**src/rtl/prog_sequencer.sv**
```systemverilog
// Program sequencer: steps the fetch unit through programs 1..NUM_PROGS.
// For each program it loads the start address into the PC, holds fetch with
// Start while the core settles, lets the program run, and finishes on a
// decoded halt or on a watchdog timeout. All outputs are decoded from
// registered state, so no input reaches an output combinationally.
module prog_sequencer #(
    parameter int NUM_PROGS  = 3,
    parameter int PC_W       = 11,
    parameter int P0_BASE    = 0,
    parameter int P1_BASE    = 200,
    parameter int P2_BASE    = 400,
    parameter int P3_BASE    = 600,
    parameter int START_HOLD = 2,
    parameter int TIMEOUT    = 4096
) (
    input  logic            Clk,
    input  logic            Reset,
    input  logic            Req,
    input  logic            Halt,
    output logic            Start,
    output logic            LoadEn,
    output logic [PC_W-1:0] LoadAddr,
    output logic [1:0]      ProgSel,
    output logic            Busy,
    output logic            Ack,
    output logic            Timeout,
    output logic [15:0]     RunCycles
);

    typedef enum logic [2:0] {
        S_IDLE,
        S_LOAD,
        S_HOLD,
        S_RUN,
        S_DONE
    } state_t;

    // The hold counter runs 0..START_HOLD-1, so this width is always enough.
    localparam int HOLD_W = (START_HOLD > 1) ? $clog2(START_HOLD) : 1;
    localparam logic [HOLD_W-1:0] HOLD_LAST = HOLD_W'(START_HOLD - 1);
    localparam logic [15:0]       WD_LAST   = 16'(TIMEOUT - 1);
    localparam logic [15:0]       WD_LIMIT  = 16'(TIMEOUT);
    localparam logic [1:0]        SEL_LAST  = 2'(NUM_PROGS - 1);

    state_t            state;
    state_t            state_nxt;
    logic [HOLD_W-1:0] hold_cnt;
    logic [15:0]       watchdog;
    logic [1:0]        prog_sel;
    logic              timeout_q;
    logic [15:0]       run_cycles_q;

    logic              hold_done;
    logic              wd_expired;
    logic [16:0]       run_sum;
    logic [15:0]       run_sat;

    assign hold_done  = (hold_cnt == HOLD_LAST);
    assign wd_expired = (watchdog == WD_LAST);

    // Cycle count for a halted program; saturates rather than wrapping.
    assign run_sum = {1'b0, watchdog} + 17'd1;
    assign run_sat = run_sum[16] ? 16'hFFFF : run_sum[15:0];

    // State register.
    // NOTE: sequential state is written with non-blocking assignments so every
    // flop samples the pre-edge values, independent of block ordering.
    always_ff @(posedge Clk or posedge Reset) begin
        if (Reset) begin
            state <= S_IDLE;
        end else begin
            state <= state_nxt;
        end
    end

    // Next-state decode and Moore outputs.
    // NOTE: every signal written here gets a default first, so no path through
    // the case statement can leave one unassigned and infer a latch.
    always_comb begin
        state_nxt = state;
        Start     = 1'b0;
        LoadEn    = 1'b0;
        Busy      = 1'b0;
        Ack       = 1'b0;
        case (state)
            S_IDLE: begin
                if (Req) begin
                    state_nxt = S_LOAD;
                end
            end
            S_LOAD: begin
                Start     = 1'b1;
                LoadEn    = 1'b1;
                Busy      = 1'b1;
                state_nxt = S_HOLD;
            end
            S_HOLD: begin
                Start = 1'b1;
                Busy  = 1'b1;
                if (hold_done) begin
                    state_nxt = S_RUN;
                end
            end
            S_RUN: begin
                Busy = 1'b1;
                if (Halt || wd_expired) begin
                    state_nxt = S_DONE;
                end
            end
            S_DONE: begin
                Ack       = 1'b1;
                state_nxt = S_IDLE;
            end
            default: begin
                state_nxt = S_IDLE;
            end
        endcase
    end

    // Hold counter: cleared in LOAD, advances through HOLD.
    always_ff @(posedge Clk or posedge Reset) begin
        if (Reset) begin
            hold_cnt <= '0;
        end else if (state == S_LOAD) begin
            hold_cnt <= '0;
        end else if (state == S_HOLD && !hold_done) begin
            hold_cnt <= hold_cnt + 1'b1;
        end
    end

    // Watchdog: cleared on the way into RUN, counts every RUN cycle.
    always_ff @(posedge Clk or posedge Reset) begin
        if (Reset) begin
            watchdog <= '0;
        end else if (state == S_HOLD && hold_done) begin
            watchdog <= '0;
        end else if (state == S_RUN) begin
            watchdog <= watchdog + 16'd1;
        end
    end

    // Completion record: halt takes priority over the watchdog; a new LOAD
    // clears the sticky timeout flag.
    always_ff @(posedge Clk or posedge Reset) begin
        if (Reset) begin
            timeout_q    <= 1'b0;
            run_cycles_q <= '0;
        end else if (state == S_LOAD) begin
            timeout_q <= 1'b0;
        end else if (state == S_RUN) begin
            if (Halt) begin
                run_cycles_q <= run_sat;
            end else if (wd_expired) begin
                timeout_q    <= 1'b1;
                run_cycles_q <= WD_LIMIT;
            end
        end
    end

    // Program index advances as DONE exits, wrapping after the last program.
    always_ff @(posedge Clk or posedge Reset) begin
        if (Reset) begin
            prog_sel <= '0;
        end else if (state == S_DONE) begin
            prog_sel <= (prog_sel == SEL_LAST) ? 2'd0 : prog_sel + 2'd1;
        end
    end

    // Start address of the selected program.
    always_comb begin
        case (prog_sel)
            2'd0:    LoadAddr = PC_W'(P0_BASE);
            2'd1:    LoadAddr = PC_W'(P1_BASE);
            2'd2:    LoadAddr = PC_W'(P2_BASE);
            default: LoadAddr = PC_W'(P3_BASE);
        endcase
    end

    assign ProgSel   = prog_sel;
    assign Timeout   = timeout_q;
    assign RunCycles = run_cycles_q;

endmodule

```
**config.mk**
```make
export PLATFORM = sky130hd
export DESIGN_NAME = prog_sequencer
export DESIGN_NICKNAME = d
export VERILOG_FILES = /design/src/rtl/prog_sequencer.sv
export SDC_FILE = /design/constraint.sdc
export NUM_CORES = 1
export LEC_CHECK = 0
export CAP_MARGIN = 20
export CORE_MARGIN = 1.5
export CORE_UTILIZATION = 35
export DETAILED_ROUTE_END_ITERATION = 12
export PLACE_DENSITY = 0.65
export SLEW_MARGIN = 20
export SYNTH_ARGS = -nofsm -noshare
export SYNTH_HDL_FRONTEND = slang
export SYNTH_SLANG_ARGS = --single-unit
```
**constraint.sdc**
```tcl
create_clock -name Clk -period 2 [get_ports Clk]
set_input_delay 0.3 -clock Clk [delete_from_list [all_inputs] [get_ports Clk]]
set_output_delay 0.3 -clock Clk [all_outputs]
set_load 0.02 [all_outputs]
```
---- Word level (Yosys, flattened, before mapping) ----
Index checks and enable logic that the tools add are counted.
storage, ports and cells
  bits in registers ....................... 39
  word-level logic and storage cells ...... 59
cells by class
  add/sub/neg operators ................... 4
  equality and inequality tests ........... 11
  mux-type cells .......................... 21
  bitwise gates (word level) .............. 1
  reduce and logical (&&, ||, !) cells .... 16
operators by type and width
  cell                   number
  $mux 16                5
  $pmux 10 s3            1
  $add 16x1->17 const B  1
  $add 16x1->16 const B  1
  $eq 16x12->1 const B   1
  $pmux 3 s4             1
  $mux 1                 10
  $reduce_bool 2->1      5
  $mux 3                 3
  $reduce_and 3->1       3
  $eq 3x2->1 const B     2
  $ne 2x2->1 const B     3
  $eq 3x1->1 const B     1
  $eq 3x3->1 const B     1
  $logic_not 3->1        1
  $reduce_or 3->1        1
  $add 2x1->2 const B    1
  $eq 2x1->1 const B     1
  $eq 2x2->1 const B     1
  $logic_and 1x1->1      2
  $logic_not 2->1        1
  $mux 2                 1
  $ne 2x1->1 const B     1
  $reduce_or 2->1        1
  other kinds (4)        4

---- Longest topological paths before layout ----
Gate-level depths: netlist of the first run.
  depth in word-level cells ............... 5
  mapped depth ............................ 8

---- Worst setup path after synthesis of the first run ----
Ideal clock, no wire load.
  path kind ............................... register to register
  from .................................... reg watchdog[0]
  to ...................................... reg run_cycles_q[0], in the netlist RunCycles[0]
  data arrival time ....................... 1699 ps
  setup slack ............................. 180 ps
  stages on the path, launching flop included .. 8
  clock period less this slack ............ 1820 ps
  path through ............................ dfrtp_1 -> ha_1 -> and3_2 -> clkbuf_8 -> nand4_4 -> o31a_1 -> buf_6 -> a22o_1
between the ends
  cells in the longest elaborated chain, start to end .. 3
ends and longest elaborated chain
  what                                                  line    RTL
  from (decl)                                           48      logic [15:0] watchdog;
  from (signal assigned)                                138     watchdog <= watchdog + 16'd1;
  $add 16x1->17 / $eq 16x12->1 (equally long branches)  62, 59
  $mux 16 / $reduce_bool 2->1 (equally long branches)   -
  $mux 16 / $reduce_and 3->1 (equally long branches)    -
  to (signal assigned)                                  152     run_cycles_q <= run_sat;
  to (decl)                                             51      logic [15:0] run_cycles_q;
Parallel ways exist; a longest one is shown, timed or not.
A chain may end at the register's enable or synchronous reset.

---- Worst setup path in the final report of the first run ----
  from .................................... reg prog_sel[1], in the netlist ProgSel[1]
  to ...................................... out LoadAddr[6]
between the ends
  cells in the longest elaborated chain, start to end .. 2
ends and longest elaborated chain
  what                                      line  RTL
  from (decl)                               49    logic [1:0] prog_sel;
  from (signal assigned)                    165   prog_sel <= (prog_sel == SEL_LAST) ? 2'd0 : prog_sel + 2'd1;
  $eq 2x2->1, or another cell as far along  171   case (prog_sel)
  $pmux 10 s3 (*)                           171
  to (decl)                                 22    output logic [PC_W-1:0] LoadAddr,
Every way passes the cells marked *; elsewhere a longest branch is shown, timed or not.

==> impl_summary.log, run 1 <==
INFO  metric layout-drive-gt1-share = approximately 15%
INFO  metric detail_route.wl_per_cell = about 14 um
INFO  metric clock.fmax = 532 MHz
INFO  metric floorplan.rows = 29
INFO  metric global_route_wire_length_before_repair = around 8600 um
INFO  metric gr-usage-met1 = approximately a fifth
INFO  metric worstPathCellList = inv_1 -> ha_1 -> or2_2 -> dlygate4sd2_1
INFO  metric synth_area = about 2300 um2
INFO  metric drt-vias-per-instance = 5.32
INFO  metric req_time_crit_path = 1.70 ns
INFO  metric die_area = 7030 um2
INFO  metric r2r_end = RunCycles[6]
INFO  metric leakage = about 1.3 nW
INFO  metric seq_cells_post_synth = 39
INFO  metric synth_area_leader_cell = sky130_fd_sc_hd__dfrtp_1
INFO  metric seq_area = roughly 1000 um2
INFO  metric sequential_fraction_of_the_synthesis_area = 42.6%
INFO  metric clock_sinks = 39
INFO  metric route.vias.total = 1893
INFO  metric setup.worst_path.start_class = register
INFO  metric hold_violations = 0
INFO  metric hold_buffers = 0
INFO  metric fin_nets = just under 300
INFO  metric grt_pass1_vias = 1782
INFO  metric place_worst_setup_slack = ~0.20 ns
INFO  metric multiInputGateArea = about 1100 um2
INFO  metric timing.setup.tns = 0 ns
INFO  metric synth.distinct_cells = 51
INFO  metric endpoint_kind = output port
INFO  metric final.setup_skew = roughly 0.0073 ns
INFO  metric peakVddDrop = ~0.78 mV
INFO  metric cpMaxStageDelayCell = sky130_fd_sc_hd__dfrtp_1
INFO  metric synthMostInstantiatedCell = sky130_fd_sc_hd__dfrtp_1
INFO  metric final_min_period_over_clock_period = 94.0%
INFO  metric drt.antenna.violating_nets = 0
INFO  metric grt_remaining_overflow = 0
INFO  metric number_of_violations_of_the_max_capacitance_limit = 0
INFO  metric clock_latency = slightly below 0.3 ns
INFO  metric synth_enable_flop_cells = 0
INFO  metric r2r-start = watchdog[1]
INFO  metric groute.layer.met3.usage = under 10%
INFO  metric h-tree-depth = 2
INFO  metric ys_async_sr_fraction = 100%
INFO  metric die_h = about 84 um
INFO  metric hold_class = primary input to async pin
INFO  metric setup.worst_path.class = register to output port
INFO  metric die-width = approximately 84 um
INFO  metric gpl.final_weighted_congestion = between 0.9 and 1
INFO  metric numCtsBuffers = 5
INFO  metric worst_ep_arrival_time = 1.58 ns
INFO  metric grt_util_met2 = a little under a quarter
INFO  metric fill_cells = roughly 610
INFO  metric worst_slack = between 0.1 and 0.15 ns
INFO  metric top_level_ports = 38
INFO  metric rsz_0062_raised_after_global_routing = no
INFO  metric worst_setup_hold_path_clk_slew = ~0.07 ns
INFO  metric dominantRegCellSynth = sky130_fd_sc_hd__dfrtp_1
INFO  metric post_detailed_placement_half_perimeter_wirelength = 3550 um
INFO  metric core_area = about 6300 um2
INFO  metric detailedRoute.firstIterationViolations = ~110
INFO  metric aggregate_global_route_resource_usage = between 10% and 20%
INFO  metric synth.avg_cell_area = 9.42 um2
INFO  metric final_min_period = 1.88 ns
INFO  metric tritoncts = yes
INFO  metric powerDensity = around 1100 nW/um2
INFO  metric drt_pre_antenna_iters = 4
INFO  metric ys_top_cells_by_count = sky130_fd_sc_hd__dfrtp_1 (39), sky130_fd_sc_hd__o21ai_0 (21), sky130_fd_sc_hd__nand2_1 (20), sky130_fd_sc_hd__inv_1 (18), sky130_fd_sc_hd__a21oi_1 (12)
INFO  metric area_fraction_of_the_dominant_cell_type_after_synthesis = a little over two fifths
INFO  metric port-buffer-count = 32
INFO  metric layout-area-overhead-vs-synth = 19.4%
INFO  metric ys_top_cells_by_area = sky130_fd_sc_hd__dfrtp_1 (43%), sky130_fd_sc_hd__o21ai_0 (4.6%), sky130_fd_sc_hd__a22o_1 (3.4%)
INFO  metric routed_wirelength = 5070 um
INFO  metric final_max_slew_viol_count = 0
INFO  metric cp_slowest_stage_delay = ~0.4 ns
INFO  metric worstRegToRegCells = 6
INFO  metric cts_root_buffer = sky130_fd_sc_hd__clkbuf_8
INFO  metric critical_path.max_fanout = 4
INFO  metric worst_path_dominant_cell_family = buffers and inverters
INFO  metric antenna_found_initial = 0
INFO  metric floorplan.initialDensity = about 36%
INFO  metric yosys_warnings = 0
INFO  metric gr-max-usage-layer = met2
INFO  metric status = completed
INFO  metric drc = 0
INFO  metric synth_cells = around 240
INFO  metric clock_path_buffers = 2
INFO  metric setup_slack_reg_to_reg = approximately 0.18 ns
INFO  metric pin_count_of_the_biggest_net_entering_global_routing = 40
INFO  metric cp_num_buf_inv = 2
INFO  metric n_antenna_cell = 0
INFO  metric setup_viol = 0
[metrics by stage]
stage / instances / util [%] / total power (W) / cell area (um2) / hold WS (ns)
finish: 356 / 43.0 / 0.00289 / 2730 / 0.429
global route: 356 / 43.0 / 0.00312 / 2730 / 0.485
CTS: 356 / 42.9 / 0.00293 / 2720 / 0.448
detailed placement: 350 / 41.8 / 0.00247 / 2660 / 0.489
global placement: 350 / 41.8 / 0.00244 / 2660 / 0.477
floorplan: 247 / - / 0.00198 / 2300 / 0.477
[flip-flops by register name (all words and copies together), names as in the netlist]
signal / count
ProgSel: 2
RunCycles: 16
Timeout: 1
hold_cnt: 1
state: 3
watchdog: 16
[layer usage]
layer	share of wire (%)	routed length, um	vias up
met5	0	0	-
met4	2.0	102	0
met3	5.1	260	10
met2	45	2300	55
met1	47	2410	893
li1	-	-	935
[cells in the final DEF, fill, tap and decap left out, types with 7 or more instances in the layout]
| cell | n |
|---|---|
| sky130_fd_sc_hd__dfrtp_1 | 38 |
| sky130_fd_sc_hd__clkdlybuf4s50_1 | 24 |
| sky130_fd_sc_hd__o21ai_0 | 21 |
| sky130_fd_sc_hd__nand2_1 | 20 |
| sky130_fd_sc_hd__buf_4 | 19 |
| sky130_fd_sc_hd__inv_1 | 18 |
| sky130_fd_sc_hd__a21oi_1 | 12 |
| sky130_fd_sc_hd__nand3_1 | 10 |
| sky130_fd_sc_hd__a22o_1 | 9 |
| sky130_fd_sc_hd__o22ai_1 | 9 |
| sky130_fd_sc_hd__nand4_1 | 8 |
| sky130_fd_sc_hd__nor2_1 | 7 |
[power breakdown]
| group | internal [W] | total [W] | switching [W] |
|---|---|---|---|
| combinational | 0.000594 | 0.00141 | 0.000820 |
| sequential | 0.000901 | 0.000994 | 0.0000928 |
| clock | 0.000232 | 0.000482 | 0.000250 |
[worst max path at each step]
stage	startpoint	end	slack [ns]	cells after the start
after detailed placement	ProgSel[1]	LoadAddr[6]	0.20	4
after CTS	state[1]	Ack	0.01	4
after floorplan	watchdog[0]	RunCycles[0]	0.18	7
after global placement	ProgSel[0]	LoadAddr[4]	0.22	4
final	ProgSel[1]	LoadAddr[6]	0.12	4
after global routing	ProgSel[0]	LoadAddr[4]	0.02	4
[cells by family (layout without fill, tap and decap cells)]
| family | after synthesis | in the layout | synth area share, % |
|---|---|---|---|
| buffers and inverters | 43 | 75 | 12.0 |
| other | 1 | 5 | 0.164 |
| adder cells (fa/ha/maj) | 5 | 5 | 2.73 |
| AO/OA/AOI/OAI | 74 | 74 | 21.5 |
| XOR/XNOR | 4 | 4 | 1.53 |
| flip-flops | 39 | 39 | 42.6 |
| multiplexers | 1 | 1 | 0.437 |
| AND/OR/NAND/NOR | 76 | 76 | 18.9 |
[worst min-delay path, cell delays in order]
cell                              delay (ns)
sky130_fd_sc_hd__clkdlybuf4s50_1        0.40
sky130_fd_sc_hd__inv_1                  0.05
sky130_fd_sc_hd__buf_4                  0.41
[area by class of cell]
cell class	count	share of cell area, %
multi-input combinational	165	38.6
tap	77	3.53
sequential	39	35.8
timing repair buffer	51	17.0
clock buffer	6	2.66
inverter	18	2.47
[what timing repair did]
item	4_1_cts	5_1_grt
setup buffers	0	0
setup endpoints to repair	5	3
gates cloned	0	0
gates resized for setup	6	4
Note: power is estimated with default switching activity, not from simulation.
==> inputs of run 2 (changes only) <==
--- a/config.mk
+++ b/config.mk
@@ -5,7 +5,7 @@
 export SDC_FILE = /design/constraint.sdc
 export NUM_CORES = 1
 export LEC_CHECK = 0
-export CAP_MARGIN = 20
+export CAP_MARGIN = 25
 export CORE_MARGIN = 1.5
 export CORE_UTILIZATION = 35
 export DETAILED_ROUTE_END_ITERATION = 12
==> results of run 2 <==
Final layout, timing and power as in run 1 (identical DEF).
